[config.mk]
export PLATFORM = sky130hd
export DESIGN_NAME = ldpc_rd_seq_gen
export DESIGN_NICKNAME = d
export VERILOG_FILES = /design/src/rtl/ldpc_rd_seq_gen.sv
export SDC_FILE = /design/constraint.sdc
export NUM_CORES = 1
export LEC_CHECK = 0
export CORE_MARGIN = 8
export CORE_UTILIZATION = 43
export CTS_CLUSTER_DIAMETER = 50
export DETAILED_ROUTE_END_ITERATION = 8
export PLACE_DENSITY = 0.76
export SLEW_MARGIN = 20
export SYNTH_ARGS = -nofsm -noshare
export SYNTH_HDL_FRONTEND = slang
export SYNTH_SLANG_ARGS = --single-unit
[constraint.sdc]
create_clock -name clk -period 1.9 [get_ports clk]
set_input_delay 0.38 -clock clk [delete_from_list [all_inputs] [get_ports clk]]
set_output_delay 0.38 -clock clk [all_outputs]
set_load 0.05 [all_outputs]
[src/rtl/ldpc_rd_seq_gen.sv]
// ldpc_rd_seq_gen: read sequencer for the LDPC decoder output stage.
// Walks an external sequence table (one-cycle read latency) on start and
// emits per beat a row address and a one-hot bank select, with out_ready
// backpressure, abort, and out-of-range select detection.
// Optional build macro: LDPC_RD_SEQ_PARCHK_EN adds an even-parity MSB on
// table_q and a sticky par_err output.
module ldpc_rd_seq_gen #(
  parameter int unsigned A_WID   = 8,
  parameter int unsigned NBANK   = 36,
  parameter int unsigned SEL_WID = 6,
  parameter int unsigned CNT_WID = 13,
  parameter int unsigned LEN0    = 4608,
  parameter int unsigned LEN1    = 6912,
  parameter int unsigned LEN2    = 0,
  parameter int unsigned LEN3    = 0
) (
  input  logic                     clk,
  input  logic                     reset_n,
  input  logic                     start,
  input  logic [1:0]               rate,
  input  logic                     abort,
  input  logic                     out_ready,
  output logic [CNT_WID-1:0]       table_addr,
  output logic                     table_rd_en,
`ifdef LDPC_RD_SEQ_PARCHK_EN
  input  logic [A_WID+SEL_WID:0]   table_q,
  output logic                     par_err,
`else
  input  logic [A_WID+SEL_WID-1:0] table_q,
`endif
  output logic [A_WID-1:0]         out_addr,
  output logic [NBANK-1:0]         out_rd,
  output logic                     out_valid,
  output logic                     out_last,
  output logic                     busy,
  output logic                     done,
  output logic                     sel_err
);

  typedef enum logic [1:0] {S_IDLE, S_RUN, S_DRAIN, S_DONE} state_t;

  localparam logic [CNT_WID:0] LEN_ONE = (CNT_WID+1)'(1);
  localparam logic [SEL_WID:0] NB      = (SEL_WID+1)'(NBANK);

  state_t             state, state_d;
  logic [CNT_WID-1:0] cnt;
  logic [CNT_WID:0]   len_q, len_in;
  logic               s1_valid, s1_last;
  logic               en, start_go, cnt_is_last;
  logic [A_WID-1:0]   row;
  logic [SEL_WID-1:0] sel;
  logic               sel_ok;
  logic [NBANK-1:0]   rd_dec;

  assign row         = table_q[A_WID+SEL_WID-1:SEL_WID];
  assign sel         = table_q[SEL_WID-1:0];
  assign sel_ok      = ({1'b0, sel} < NB);
  assign rd_dec      = sel_ok ? (NBANK'(1) << sel) : '0;
  assign en          = !out_valid || out_ready;
  assign table_rd_en = (state == S_RUN) && en;
  assign table_addr  = cnt;
  assign busy        = (state != S_IDLE);
  assign start_go    = (state == S_IDLE) && start && !abort;
  assign cnt_is_last = ({1'b0, cnt} == (len_q - LEN_ONE));

  // Sequence length selected by the rate input (latched on accepted start).
  always_comb begin
    len_in = '0;
    case (rate)
      2'd0:    len_in = (CNT_WID+1)'(LEN0);
      2'd1:    len_in = (CNT_WID+1)'(LEN1);
      2'd2:    len_in = (CNT_WID+1)'(LEN2);
      default: len_in = (CNT_WID+1)'(LEN3);
    endcase
  end

  // State register.
  always_ff @(posedge clk or negedge reset_n) begin
    if (!reset_n) state <= S_IDLE;
    else          state <= state_d;
  end

  // Next-state logic; abort overrides every transition.
  always_comb begin
    state_d = state;
    case (state)
      S_IDLE:  if (start) state_d = (len_in != '0) ? S_RUN : S_DONE;
      S_RUN:   if (table_rd_en && cnt_is_last) state_d = S_DRAIN;
      S_DRAIN: if (!s1_valid && (!out_valid || out_ready)) state_d = S_DONE;
      S_DONE:  state_d = S_IDLE;
      default: state_d = S_IDLE;
    endcase
    if (abort) state_d = S_IDLE;
  end

  // Counter, table-word tracking stage, output register and status flags.
  always_ff @(posedge clk or negedge reset_n) begin
    if (!reset_n) begin
      cnt       <= '0;
      len_q     <= '0;
      s1_valid  <= 1'b0;
      s1_last   <= 1'b0;
      out_valid <= 1'b0;
      out_last  <= 1'b0;
      out_addr  <= '0;
      out_rd    <= '0;
      done      <= 1'b0;
      sel_err   <= 1'b0;
`ifdef LDPC_RD_SEQ_PARCHK_EN
      par_err   <= 1'b0;
`endif
    end else if (abort) begin
      cnt       <= '0;
      s1_valid  <= 1'b0;
      s1_last   <= 1'b0;
      out_valid <= 1'b0;
      out_last  <= 1'b0;
      done      <= 1'b0;
    end else begin
      done <= (state == S_DONE);
      // Counter holds on the final index rather than wrapping.
      if (table_rd_en && !cnt_is_last) cnt <= cnt + CNT_WID'(1);
      if (en) begin
        s1_valid  <= table_rd_en;
        s1_last   <= table_rd_en && cnt_is_last;
        out_valid <= s1_valid;
        out_addr  <= row;
        out_rd    <= rd_dec;
        out_last  <= s1_last;
        if (s1_valid && !sel_ok) sel_err <= 1'b1;
`ifdef LDPC_RD_SEQ_PARCHK_EN
        if (s1_valid && (^table_q)) par_err <= 1'b1;
`endif
      end
      // Accepted start restarts the walk and clears sticky errors.
      if (start_go) begin
        len_q   <= len_in;
        cnt     <= '0;
        sel_err <= 1'b0;
`ifdef LDPC_RD_SEQ_PARCHK_EN
        par_err <= 1'b0;
`endif
      end
    end
  end

endmodule

== Word-level counts from Yosys, hierarchy flattened ==
Cells that the tools add are included.
Word-level totals
  bits in registers: 79
  output and inout port bits: 63
  input port bits: 21
Operators by class
  equal/unequal tests: 8
  muxes and demuxes: 23
  shifts and indexed selects: 1
  add/subtract/negate cells: 2
  order comparisons: 1
  reductions and logical operators: 25
  bitwise operators: 1
Operators with widths (number)
  two-way mux 13 bit: 3
  two-way mux 36 bit: 1
  << shifter 1 x 6 -> 36 bit (first input constant): 1
  case mux 13 bit (2 select lines): 1
  equality test 13 x 14 -> 1 bit: 1
  nonzero test 14 bit: 1
  subtractor 14 x 1 -> 14 bit (second input constant): 1
  adder 13 x 1 -> 13 bit (second input constant): 1
  two-way mux 1 bit: 12
  two-way mux 2 bit: 5
  case mux 2 bit (4 select lines): 1
  nonzero test 2 bit: 4
  logical AND 1 bit: 7
  < comparator 6 bit (second input constant): 1
  inequality test 3 bit (second input constant): 2
  AND reduction 3 bit: 2
  logical NOT 1 bit: 5
  equality test 2 x 1 -> 1 bit (second input constant): 2
  equality test 2 bit (second input constant): 2
  logical NOT 2 bit: 2
  AND reduction 2 bit: 2
  inequality test 3 x 2 -> 1 bit (second input constant): 1
  nonzero test 3 bit: 1
  logical OR 1 bit: 1
  inverter 1 bit: 1

== Logic depth before layout (Yosys ltp) ==
  depth after elaboration: 7
  gate-level depth with buffers: 7

== Least setup slack after synthesis ==
Ideal clock, no wire load.
  kind: register to register
  start point: register cnt[3] (netlist: table_addr[3])
  end point: register cnt[10] (netlist: table_addr[10])
  required time: 1780 ps
  setup time: 120 ps
  cell stages (with the launch flop): 7
  clock period less this slack: 2098 ps
  arrival time: 1977 ps
  path buffers: 1
  setup slack: -198 ps
  path through: dfrtp_1 -> buf_4 -> nand4_2 -> or3_4 -> a211oi_2 -> a31oi_1 -> a41o_1
On the way
  word-level cells in the longest chain between the ends: 4
Ends and longest elaborated chain
  from (decl): line 46  | logic [CNT_WID-1:0] cnt;
  from (signal assigned): line 122  | if (table_rd_en && !cnt_is_last) cnt <= cnt + CNT_WID'(1);
  adder 13 x 1 -> 13 bit / equality test 13 x 14 -> 1 bit (equally long branches): line 122, 64
  two-way mux 13 bit / logical NOT 1 bit (equally long branches): line 122
  two-way mux 13 bit / logical AND 1 bit (equally long branches): line 136, 122
  two-way mux 13 bit / nonzero test 3 bit (equally long branches)
Several ways; a longest one is shown, not always the timed one. The select of a mux whose other input is x is not followed.
A chain may end at the register's enable or synchronous reset.

== Worst setup path in the final report ==
  start point: register len_q[11]
  end point: register cnt[5] (netlist: table_addr[5])
On the way
  word-level cells in the longest chain between the ends: 5
Ends and longest elaborated chain
  from (decl): line 47  | logic [CNT_WID:0] len_q, len_in;
  from (signal assigned): line 137  | len_q <= len_in;
  subtractor 14 x 1 -> 14 bit: line 64  | assign cnt_is_last = ({1'b0, cnt} == (len_q - LEN_ONE));
  equality test 13 x 14 -> 1 bit: line 64
  logical NOT 1 bit: line 122
  logical AND 1 bit: line 122
  nonzero test 3 bit (no source line)
No other way between the ends.

==> flow_summary_export.csv <==
group,metric,value,unit
die,die_area,0.009969,sq mm
route,dr.first_iter.drc_count,92,
timing,finalHoldViolations,0,
placed_design,place_ws,-0.2114,ns
critical_path,critPathLaunch,"len_q[11]$_DFFE_PN0P_",
placed_design,dp_cells,493,
critical_path,cpMostUsedCell,"buf_4",
critical_path,regToRegEndpoint,"table_addr[5]$_DFFE_PN0P_",
power_and_ir_drop,powerDensity,996.6,mW/mm^2
logic_synthesis,synth_top_flop_cell,"dfrtp_1",
run_status,outcome,"finished clean",
critical_path,cpPeakStageDelay,0.41,ns
clock_network,tritoncts,"done",
critical_path,cp_data_arrival_time,2.10,ns
timing,skew,0.008264,ns
die,rows,30,
clock_network,htree_levels,3,
logic_synthesis,syn-cell-area,0.003023,sq mm
placed_design,hpwl,5845,microns
timing,fmax,538.3,MHz
layout,stdcell_area,0.004473,sq mm
timing,period_share,97.78,%
min_path,hp-class,"input port to async pin",
critical_path,cp-endpoint,"table_addr[5]$_DFFE_PN0P_",
route,drtAntennaViolNets,0,
power_and_ir_drop,ir_drop,0.0005038,V
clock_network,cts_hold_buf,0,
layout,final_cells,513,
timing,maxSlewHeadroom,57.67,%
die,core_area,0.006794,sq mm
critical_path,crit_type,"flop to flop",
route,vias,2632,
timing,worstMarginPinSlew,0.6336,ns
critical_path,cp_slowest_cell,"dfrtp_1",
power_and_ir_drop,leakagePower,2.203,nW
critical_path,cp-end-kind,"flop",
timing,setup_slack,0.04213,ns
layout,syn2layout_area_growth,47.97,%
logic_synthesis,avgSynthCellArea,10.57,sq um
critical_path,ff2ff_setup_slack,0.04,ns
clock_network,clk_pin_slew,0.08,ns
global_routing,overflow,0,
layout,nets,442,
clock_network,clock_latency,0.35,ns
placed_design,finalWeightedCongestion,0.8108,
layout,layout_common_cells,"buf_4, dfrtp_1, nand2_1, a22o_1, clkdlybuf4s50_1",
logic_synthesis,synth_cells,286,
logic_synthesis,yosysWarningCount,0,
logic_synthesis,synthArstFlopShare,100.0,%
timing,drv_slew,0,
critical_path,cp_top_family,"compound AO/OA/AOI/OAI gates",
critical_path,worstPathRequired,2.14,ns
critical_path,crit_buf_inv,3,
clock_network,cts_inserted_buffers,9,
global_routing,grt_pass1_wl,13460,microns
power_and_ir_drop,p_total,4.458,mW
timing,rsz0062_at_grt,"true",
global_routing,grtUsageTotal,16.92,%
logic_synthesis,synth_nets,316,
layout,drive_gt1_share,34.77,%
run,maxCapViolCount,0,
die,die_y,99.85,microns
critical_path,start_kind,"flop",
die,initial_core_util,44.49,%
die,die_w,99.85,microns
logic_synthesis,yosys_register_bits,67,
clock_network,root_buffer,"clkbuf_8",
global_routing,antenna_found_initial,0,
route,avgRoutedWirePerCell,15.86,microns
layout,n_antenna_cell,0,
logic_synthesis,seq_area_frac_synth,55.46,%
route,firstDrtPassIters,4,
route,wl,8137,microns
global_routing,grt_pass1_vias,2634,
layout,final_common_cell,"buf_4",
route,drc_errors,0,
route,drt-vias-per-instance,5.131,
clock_network,clock_sinks,67,
global_routing,grt_max_degree,68,
placed_design,dpl_cell_area,0.004140,sq mm
critical_path,crit_cells,8,
critical_path,r2r_start,"len_q[11]$_DFFE_PN0P_",
critical_path,path_cells,"buf_4, buf_4, xnor2_2, nor3_2, buf_4, a31oi_1, a31oi_1, a41o_1",
timing,finalCriticalPeriod,1.858,ns
logic_synthesis,synth_cell_types,39,
logic_synthesis,synth-edff-count,0,
timing,setup-violations-final,0,
clock_network,cts_buffer_depth,2,
die,pin_count,84,
critical_path,cp_max_fo,8,
critical_path,reg2reg_depth,8,
placed_design,io_buffers,83,
cell families after synthesis:
family	after synthesis	share of synthesized area (%)
xor+xnor	10	2.897
simple gates	105	16.97
flops	67	55.46
compound gates	68	17.05
buf+inv	25	3.229
fa+ha+maj	9	3.725
mux	2	0.6623
routing by layer:
metal / part of all wire [%] / track usage [%]
met1: 43 / 20.93
met2: 49 / 26.73
met3: 6.8 / 6.367
met4: 0.98 / 5.122
met5: 0 / 0
cells in the mapped netlist, types with 2 or more instances:
cell       n  area share, %
ha_1       9            3.7
a22o_1    28            8.1
nor2b_1    4           0.83
a21o_1     2           0.50
dfrtp_1   67             55
nand2b_1   6            1.2
nor3_1     5           0.83
nand3_1    7            1.2
o21ai_0   10            1.7
inv_1     14            1.7
a41o_1     3           0.99
a31oi_1    4           0.83
a311oi_1   3           0.87
mux2i_1    2           0.66
o21a_1     2           0.50
xnor2_1   10            2.9
and3_1     3           0.62
o31ai_1    2           0.50
a21oi_1    9            1.5
nor4_1     2           0.41
nor2_1    18            2.2
nand2_1   47            5.8
nand4_1    4           0.83
clkbuf_1  10            1.2
what timing repair did:
item	in CTS	in global routing
buffers inserted	2	2
pin swaps	3	6
setup endpoints to repair	16	17
resized for setup	13	20
worst min path at each step:
stage / startpoint / to / slack (ns) / depth (start not counted)
6_report: reset_n / table_addr[12]$_DFFE_PN0P_ / 0.03 / 2
5_1_grt: reset_n / table_addr[12]$_DFFE_PN0P_ / 0.05 / 2
4_1_cts: reset_n / table_addr[10]$_DFFE_PN0P_ / 0.04 / 2
3_5_place_dp: reset_n / len_q[11]$_DFFE_PN0P_ / 0.43 / 2
3_3_place_gp: reset_n / table_addr[10]$_DFFE_PN0P_ / 0.42 / 2
2_1_floorplan: reset_n / done$_DFF_PN0_ / 0.08 / 0
final cells by class:
cell class	count	area (sq um)
repair buffers	126	1056
flip-flops and latches	67	1688
fillers	533	2321
inverters	14	52.55
multi-input cells	194	1355
clock buffers	9	123.9
clock inverters	7	77.57
well taps	96	120.1
power by group:
part,total (mW),switching (mW),internal [mW]
sequential,1.62,0.0895,1.53
combinational,1.64,0.920,0.722
clock,1.20,0.585,0.614
through the flow:
step           hold slack, ns  util, %  setup TNS [ns]
6_report              0.03357    65.84               0
3_5_place_dp           0.4270    60.94          -3.334
4_1_cts               0.04239    64.29               0
5_1_grt               0.04854    65.84         -0.3339
2_1_floorplan         0.08441        -       -0.006278
3_3_place_gp           0.4201    60.94          -2.350
state kept, by name (all words and copies together), names as in the netlist:
register / flops
done: 1
len_q: 2
out_addr: 8
out_last: 1
out_rd: 36
out_valid: 1
s1_last: 1
s1_valid: 1
sel_err: 1
state: 2
table_addr: 13
worst reg2reg max path, cell delays in order (launching register included):
cell and delay [ns]:
dfrtp_1 0.41, buf_4 0.15, buf_4 0.13, xnor2_2 0.15, nor3_2 0.05, buf_4 0.17, a31oi_1 0.36, a31oi_1 0.13
a41o_1 0.21
Note: power is estimated with default switching activity, not from simulation.
